$ cat src/rtl/approx_mult_pkg.sv
// Shared definitions for the approximate sequential multiplier: FSM states,
// default geometry and the low-column mask helper.
package approx_mult_pkg;

    localparam int DEF_WIDTH       = 8;
    localparam int DEF_APPROX_COLS = 4;

    typedef enum logic [1:0] {
        IDLE = 2'd0,
        RUN  = 2'd1,
        DONE = 2'd2
    } state_t;

    // Mask with the low min(cols, width) bits set; callers cast to their width.
    function automatic logic [63:0] lo_mask(input int width, input int cols);
        logic [63:0] m;
        m = '0;
        for (int k = 0; k < 64; k++) begin
            if (k < cols && k < width) m[k] = 1'b1;
        end
        return m;
    endfunction

endpackage

$ cat src/rtl/approx_seq_multiplier_if.sv
// Operand/result handshake bundle between a producer and the multiplier.
interface approx_seq_multiplier_if #(
    parameter int WIDTH = approx_mult_pkg::DEF_WIDTH
);
    logic                 in_valid;
    logic                 in_ready;
    logic [WIDTH-1:0]     in_a;
    logic [WIDTH-1:0]     in_b;
    logic                 in_approx;
    logic                 out_valid;
    logic                 out_ready;
    logic [2*WIDTH-1:0]   out_result;
    logic                 out_approx;

    modport master (
        output in_valid, in_a, in_b, in_approx, out_ready,
        input  in_ready, out_valid, out_result, out_approx
    );

    modport slave (
        input  in_valid, in_a, in_b, in_approx, out_ready,
        output in_ready, out_valid, out_result, out_approx
    );
endinterface

$ cat src/rtl/approx_column_accum.sv
// One iteration of the column accumulator: exact add above the mask,
// carry-free OR-compression below it when approximating.
module approx_column_accum #(
    parameter int ACC_W = 16
) (
    input  logic [ACC_W-1:0] pp,
    input  logic             approx,
    input  logic [ACC_W-1:0] mask,
    input  logic [ACC_W-1:0] hi_acc,
    input  logic [ACC_W-1:0] lo_or,
    output logic [ACC_W-1:0] hi_nxt,
    output logic [ACC_W-1:0] lo_nxt
);

    always_comb begin
        hi_nxt = hi_acc + pp;
        lo_nxt = lo_or;
        if (approx) begin
            hi_nxt = hi_acc + (pp & ~mask);
            lo_nxt = lo_or | (pp & mask);
        end
    end

endmodule

$ cat src/rtl/approx_seq_multiplier.sv
// Iterative unsigned multiplier, one multiplier bit per cycle with early
// termination, and optional OR-compression of the low product columns.
module approx_seq_multiplier
    import approx_mult_pkg::*;
#(
    parameter int WIDTH       = DEF_WIDTH,
    parameter int APPROX_COLS = DEF_APPROX_COLS
) (
    input  logic                    clk,
    input  logic                    rst,
    approx_seq_multiplier_if.slave  bus
);

    localparam int PW = 2 * WIDTH;
    localparam logic [PW-1:0] LO_MASK = PW'(lo_mask(PW, APPROX_COLS));

    generate
        if (APPROX_COLS < 0 || APPROX_COLS > 2 * WIDTH) begin : g_bad_cols
            $error("APPROX_COLS must lie in 0..2*WIDTH");
        end
        if (WIDTH < 2 || WIDTH > 32) begin : g_bad_width
            $error("WIDTH must lie in 2..32");
        end
    endgenerate

    state_t          state_q, state_d;
    logic [PW-1:0]   a_sh;
    logic [WIDTH-1:0] b_sh;
    logic            mode_q;
    logic [PW-1:0]   hi_acc, lo_or, hi_nxt, lo_nxt, pp;
    logic            out_valid_q;
    logic [PW-1:0]   out_result_q;
    logic            out_approx_q;
    logic            accept, fire_out;

    assign accept   = (state_q == IDLE) && bus.in_valid;
    assign fire_out = (state_q == DONE) && out_valid_q && bus.out_ready;
    assign pp       = b_sh[0] ? a_sh : '0;

    approx_column_accum #(.ACC_W(PW)) u_accum (
        .pp     (pp),
        .approx (mode_q),
        .mask   (LO_MASK),
        .hi_acc (hi_acc),
        .lo_or  (lo_or),
        .hi_nxt (hi_nxt),
        .lo_nxt (lo_nxt)
    );

    always_ff @(posedge clk or posedge rst) begin
        if (rst) state_q <= IDLE;
        else     state_q <= state_d;
    end

    // Stop as soon as no set multiplier bits remain above the one just consumed.
    always_comb begin
        state_d = state_q;
        case (state_q)
            IDLE:    if (bus.in_valid) state_d = RUN;
            RUN:     if (b_sh[WIDTH-1:1] == '0) state_d = DONE;
            DONE:    if (fire_out) state_d = IDLE;
            default: state_d = IDLE;
        endcase
    end

    always_ff @(posedge clk) begin
        if (accept) begin
            a_sh   <= PW'(bus.in_a);
            b_sh   <= bus.in_b;
            mode_q <= bus.in_approx;
            hi_acc <= '0;
            lo_or  <= '0;
        end else if (state_q == RUN) begin
            a_sh   <= a_sh << 1;
            b_sh   <= b_sh >> 1;
            hi_acc <= hi_nxt;
            lo_or  <= lo_nxt;
        end
    end

    // Result registers load on the first DONE cycle and hold until taken.
    always_ff @(posedge clk or posedge rst) begin
        if (rst) begin
            out_valid_q  <= 1'b0;
            out_result_q <= '0;
            out_approx_q <= 1'b0;
        end else if (state_q == DONE && !out_valid_q) begin
            out_valid_q  <= 1'b1;
            out_result_q <= hi_acc | lo_or;
            out_approx_q <= mode_q;
        end else if (fire_out) begin
            out_valid_q  <= 1'b0;
        end
    end

    assign bus.in_ready   = (state_q == IDLE);
    assign bus.out_valid  = out_valid_q;
    assign bus.out_result = out_result_q;
    assign bus.out_approx = out_approx_q;

endmodule
$ cat src/flat_wrapper.sv
// flat-port wrapper written by rule: the top's interface ports become plain ports
module approx_seq_multiplier_flat import approx_mult_pkg::*;
#(
    parameter int WIDTH       = DEF_WIDTH,
    parameter int APPROX_COLS = DEF_APPROX_COLS
)
  (clk, rst, bus_in_valid, bus_in_a, bus_in_b, bus_in_approx, bus_out_ready, bus_in_ready, bus_out_valid, bus_out_result, bus_out_approx);
  approx_seq_multiplier_if #(.WIDTH(WIDTH)) bus_i ();
  input  logic clk;
  input  logic rst;
  input wire logic [$bits(bus_i.in_valid)-1:0] bus_in_valid;
  input wire logic [$bits(bus_i.in_a)-1:0] bus_in_a;
  input wire logic [$bits(bus_i.in_b)-1:0] bus_in_b;
  input wire logic [$bits(bus_i.in_approx)-1:0] bus_in_approx;
  input wire logic [$bits(bus_i.out_ready)-1:0] bus_out_ready;
  output wire logic [$bits(bus_i.in_ready)-1:0] bus_in_ready;
  output wire logic [$bits(bus_i.out_valid)-1:0] bus_out_valid;
  output wire logic [$bits(bus_i.out_result)-1:0] bus_out_result;
  output wire logic [$bits(bus_i.out_approx)-1:0] bus_out_approx;
  assign bus_i.in_valid = bus_in_valid;
  assign bus_i.in_a = bus_in_a;
  assign bus_i.in_b = bus_in_b;
  assign bus_i.in_approx = bus_in_approx;
  assign bus_i.out_ready = bus_out_ready;
  assign bus_in_ready = bus_i.in_ready;
  assign bus_out_valid = bus_i.out_valid;
  assign bus_out_result = bus_i.out_result;
  assign bus_out_approx = bus_i.out_approx;
  approx_seq_multiplier #(.WIDTH(WIDTH), .APPROX_COLS(APPROX_COLS)) u_core (.clk(clk), .rst(rst), .bus(bus_i));
endmodule
$ cat config.mk
export PLATFORM = sky130hd
export DESIGN_NAME = approx_seq_multiplier_flat
export DESIGN_NICKNAME = d
export VERILOG_FILES = /design/src/rtl/approx_mult_pkg.sv /design/src/rtl/approx_seq_multiplier_if.sv /design/src/rtl/approx_column_accum.sv /design/src/rtl/approx_seq_multiplier.sv /design/src/flat_wrapper.sv
export SDC_FILE = /design/constraint.sdc
export NUM_CORES = 1
export LEC_CHECK = 0
export ABC_AREA = 1
export CORE_UTILIZATION = 45
export DETAILED_ROUTE_END_ITERATION = 10
export PLACE_DENSITY = 0.76
export SETUP_SLACK_MARGIN = 0.3
export SYNTH_ARGS = -nofsm -noshare
export SYNTH_HDL_FRONTEND = slang
export SYNTH_SLANG_ARGS = --single-unit
export TNS_END_PERCENT = 10
$ cat constraint.sdc
create_clock -name clk -period 4.8 [get_ports clk]
set_clock_uncertainty 0.15 [all_clocks]
set_input_delay 1.44 -clock clk [delete_from_list [all_inputs] [get_ports clk]]
set_output_delay 1.44 -clock clk [all_outputs]
set_load 0.005 [all_outputs]
==> reports/summary.txt <==
port bufs: 39
Yosys Warn Count: 0
Max Cap Violations: 0
gp weighted congestion: 0.905
worst hold slack: 0.321 ns
Placed Instance Area: 0.00402 mm²
CTS tree: done
largest net degree at the start of global routing: 31
RR Startpoint: u_core.b_sh[0]
DRC Markers: 0
Critical Path End: u_core.a_sh[3]
Switching Fraction: 43.0%
P_leak: 2.17 nW
vias in the first global route: 2,859
post-CTS resize count: 0
RSZ-0062 raised after global routing: no
crit share post-route: 66.2%
Root Buffer: clkbuf_8
die height: 91.2 µm
Hold Buf Count CTS: 0
CTS sink cnt: 65
kind of critical path: input pin to register
most common cell after layout, fill and taps aside: nand2_1
Site Rows: 32
CTS clk-pin slew, worst paths: 0.08 ns
drt via density: 4.92
htree depth: 3
antenna viol nets, final: 0
wire per inst: 12.2 µm
first-pass GRT wire length: 13,000 µm
Critical Path Start: bus_in_valid
CP Max Fanout: 21
critical path's slowest cell: nand2_1
Vias: 3,008
antenna violations before repair: 0
Congestion Overflow GR: 0
worst hold path type: register to register
fillers: 724
synthesized area: 0.00358 mm²
Psw: 1.33 mW
CP Launch Type: input pin
final setup vio count: 0
area of the multi-input gates: 0.00168 mm²
Reg power frac: 34.2%
# diodes: 0
status: finished, final reports clean
most frequent cells in the layout: 156 x nand2_1, 59 x inv_1, 39 x clkdlybuf4s50_1
Area growth syn-to-layout: 18.7%
clock share of power: 17.1%
P per Cell Area: 729 mW/mm²
CP dominant cell by count: nand2_1
FF+latch area: 0.00157 mm²
P_int: 1.76 mW
Pins Over Slew Limit: 0
Core ar.: 0.00773 mm²
Pre-antenna DRT Iters: 4
Final #Nets: 542
Critical Path AT: 2.98 ns
Num CTS Buffers: 9
Final Hold Fails: 0
r2r setup slk: 1.92 ns
Achievable Freq: 315 MHz
Setup Total Neg Slack: 0 ns
Slew @ Worst Pin: 0.978 ns
Mean Syn Cell Area: 7.61 µm²
Worst Setup End Kind: register
total track usage: 19.7%
final wirelength: 7490 µm
Worst Reg-to-Reg Cells: 15
initial core utilization: 46.3%
crit-path cells: clkdlybuf4s50_1 > nand2_1 > nand2_1
CP required: 4.60 ns
Final Cell Area: 0.00425 mm²
IO Pins: 40
Slew HR: 34.5%
Die ar.: 0.00831 mm²
Worst-Skew Late Latency: 0.36 ns
sequential cell area fraction in the yosys report: 43.9%
Worst R2R End: u_core.hi_acc[8]
post-DP HPWL: 5420 µm
First DRT Iteration DRCs: 187
maximum VDD drop: 209 µV
FF+latch count, synth: 65
Logic pwr share: 48.7%
die width: 91.2 µm
syn nets: 507
Distinct cells, synth: 39
share of cells above drive strength 1: 8.04%
CP max stage delay: 0.60 ns
Post CTS Setup Buffer Count: 0
Cells after Synth: 470
time the worst path needs with I/O delays and setup: 3.18 ns
CTS Buffer Depth: 2
[critical path, delay by kind of cell]
kind / cells / cell delay [ns]
simple gates: 2 / 1.13
buf+inv: 1 / 0.41
[logic make-up after synthesis]
logic type / synth area share, %
xor gates and xnor gates: 2.20
AOI/OAI and AO/OA: 10.2
adders and majority gates: 6.02
and+or+nand+nor: 28.6
buffers and inverters: 9.02
DFF: 43.9
[synthesized netlist by cell type (all sizes together)]
| cell | number | share of area (%) |
|---|---|---|
| a21boi | 1 | 0.21 |
| a21o | 1 | 0.21 |
| a21oi | 22 | 3.2 |
| a22o | 1 | 0.24 |
| a31oi | 3 | 0.52 |
| buf | 4 | 0.98 |
| bufinv | 1 | 0.49 |
| clkbuf | 12 | 1.3 |
| dfrtp | 20 | 14 |
| dfxtp | 28 | 16 |
| edfxtp | 17 | 14 |
| fa | 2 | 1.1 |
| ha | 14 | 4.9 |
| inv | 60 | 6.3 |
| nand2 | 165 | 18 |
| nand3 | 19 | 3.6 |
| nand3b | 1 | 0.21 |
| nand4 | 4 | 0.70 |
| nor2 | 42 | 5.1 |
| nor3 | 3 | 0.42 |
| o211ai | 1 | 0.35 |
| o21ai | 35 | 4.9 |
| o21bai | 1 | 0.21 |
| o221ai | 1 | 0.24 |
| o22ai | 1 | 0.17 |
| or2 | 2 | 0.35 |
| xnor2 | 5 | 1.2 |
| xor2 | 4 | 0.98 |
[power groups by stage]
stage	clock, mW	combinational, mW	sequential, mW
after global routing	0.564	1.71	1.10
after global placement	0	1.44	1.05
after floorplan	0	1.18	0.998
after detailed placement	0	1.49	1.06
after CTS	0.539	1.51	1.06
final	0.529	1.51	1.06
[metal layers]
metal | vias to the layer above | wire, µm | track usage [%]
met2 | 70 | 3430 | 31.8
met4 | 0 | 103 | 8.73
met3 | 8 | 331 | 4.02
met1 | 1371 | 3630 | 25.4
met5 | - | 0 | 0
li1 | 1559 | - | -
[per-stage QoR]
stage / cells / worst slack (ns) / util (%) / power, mW
CTS: 612 / 1.65 / 55.0 / 3.10
finish: 612 / 1.62 / 55.0 / 3.09
global route: 612 / 1.52 / 55.0 / 3.37
detailed placement: 596 / 1.28 / 52.1 / 2.56
global placement: 596 / 1.32 / 52.1 / 2.49
floorplan: 470 / 2.11 / - / 2.18
[cell type report]
class | instances | share of cell area [%]
Inverter | 61 | 5.72
Tap cell | 102 | 3.01
Clock inverter | 7 | 2.36
Sequential cell | 65 | 37.0
Timing Repair Buffer | 40 | 9.37
Multi-Input combinational cell | 328 | 39.6
Clock buffer | 9 | 2.92
[flip-flops by register name, summed over array words and instances (netlist names), 2 cells and up]
| register | flops |
|---|---|
| u_core.state_q | 2 |
| u_core.b_sh | 8 |
| u_core.a_sh | 16 |
| u_core.bus.out_result | 16 |
| u_core.lo_or | 4 |
| u_core.hi_acc | 16 |
[worst min-delay path by stage]
stage,cells after the start,to,start,slack [ns]
after floorplan,2,u_core.lo_or[0],u_core.lo_or[0],0.28
after global placement,2,u_core.lo_or[0],u_core.lo_or[0],0.30
after detailed placement,2,u_core.bus.out_result[6],u_core.bus.out_result[6],0.31
after CTS,2,u_core.bus.out_result[14],u_core.hi_acc[14],0.32
after global routing,2,u_core.bus.out_result[7],u_core.hi_acc[7],0.35
final,2,u_core.bus.out_result[6],u_core.bus.out_result[6],0.32
No activity file was read; power rests on OpenSTA's default activity.
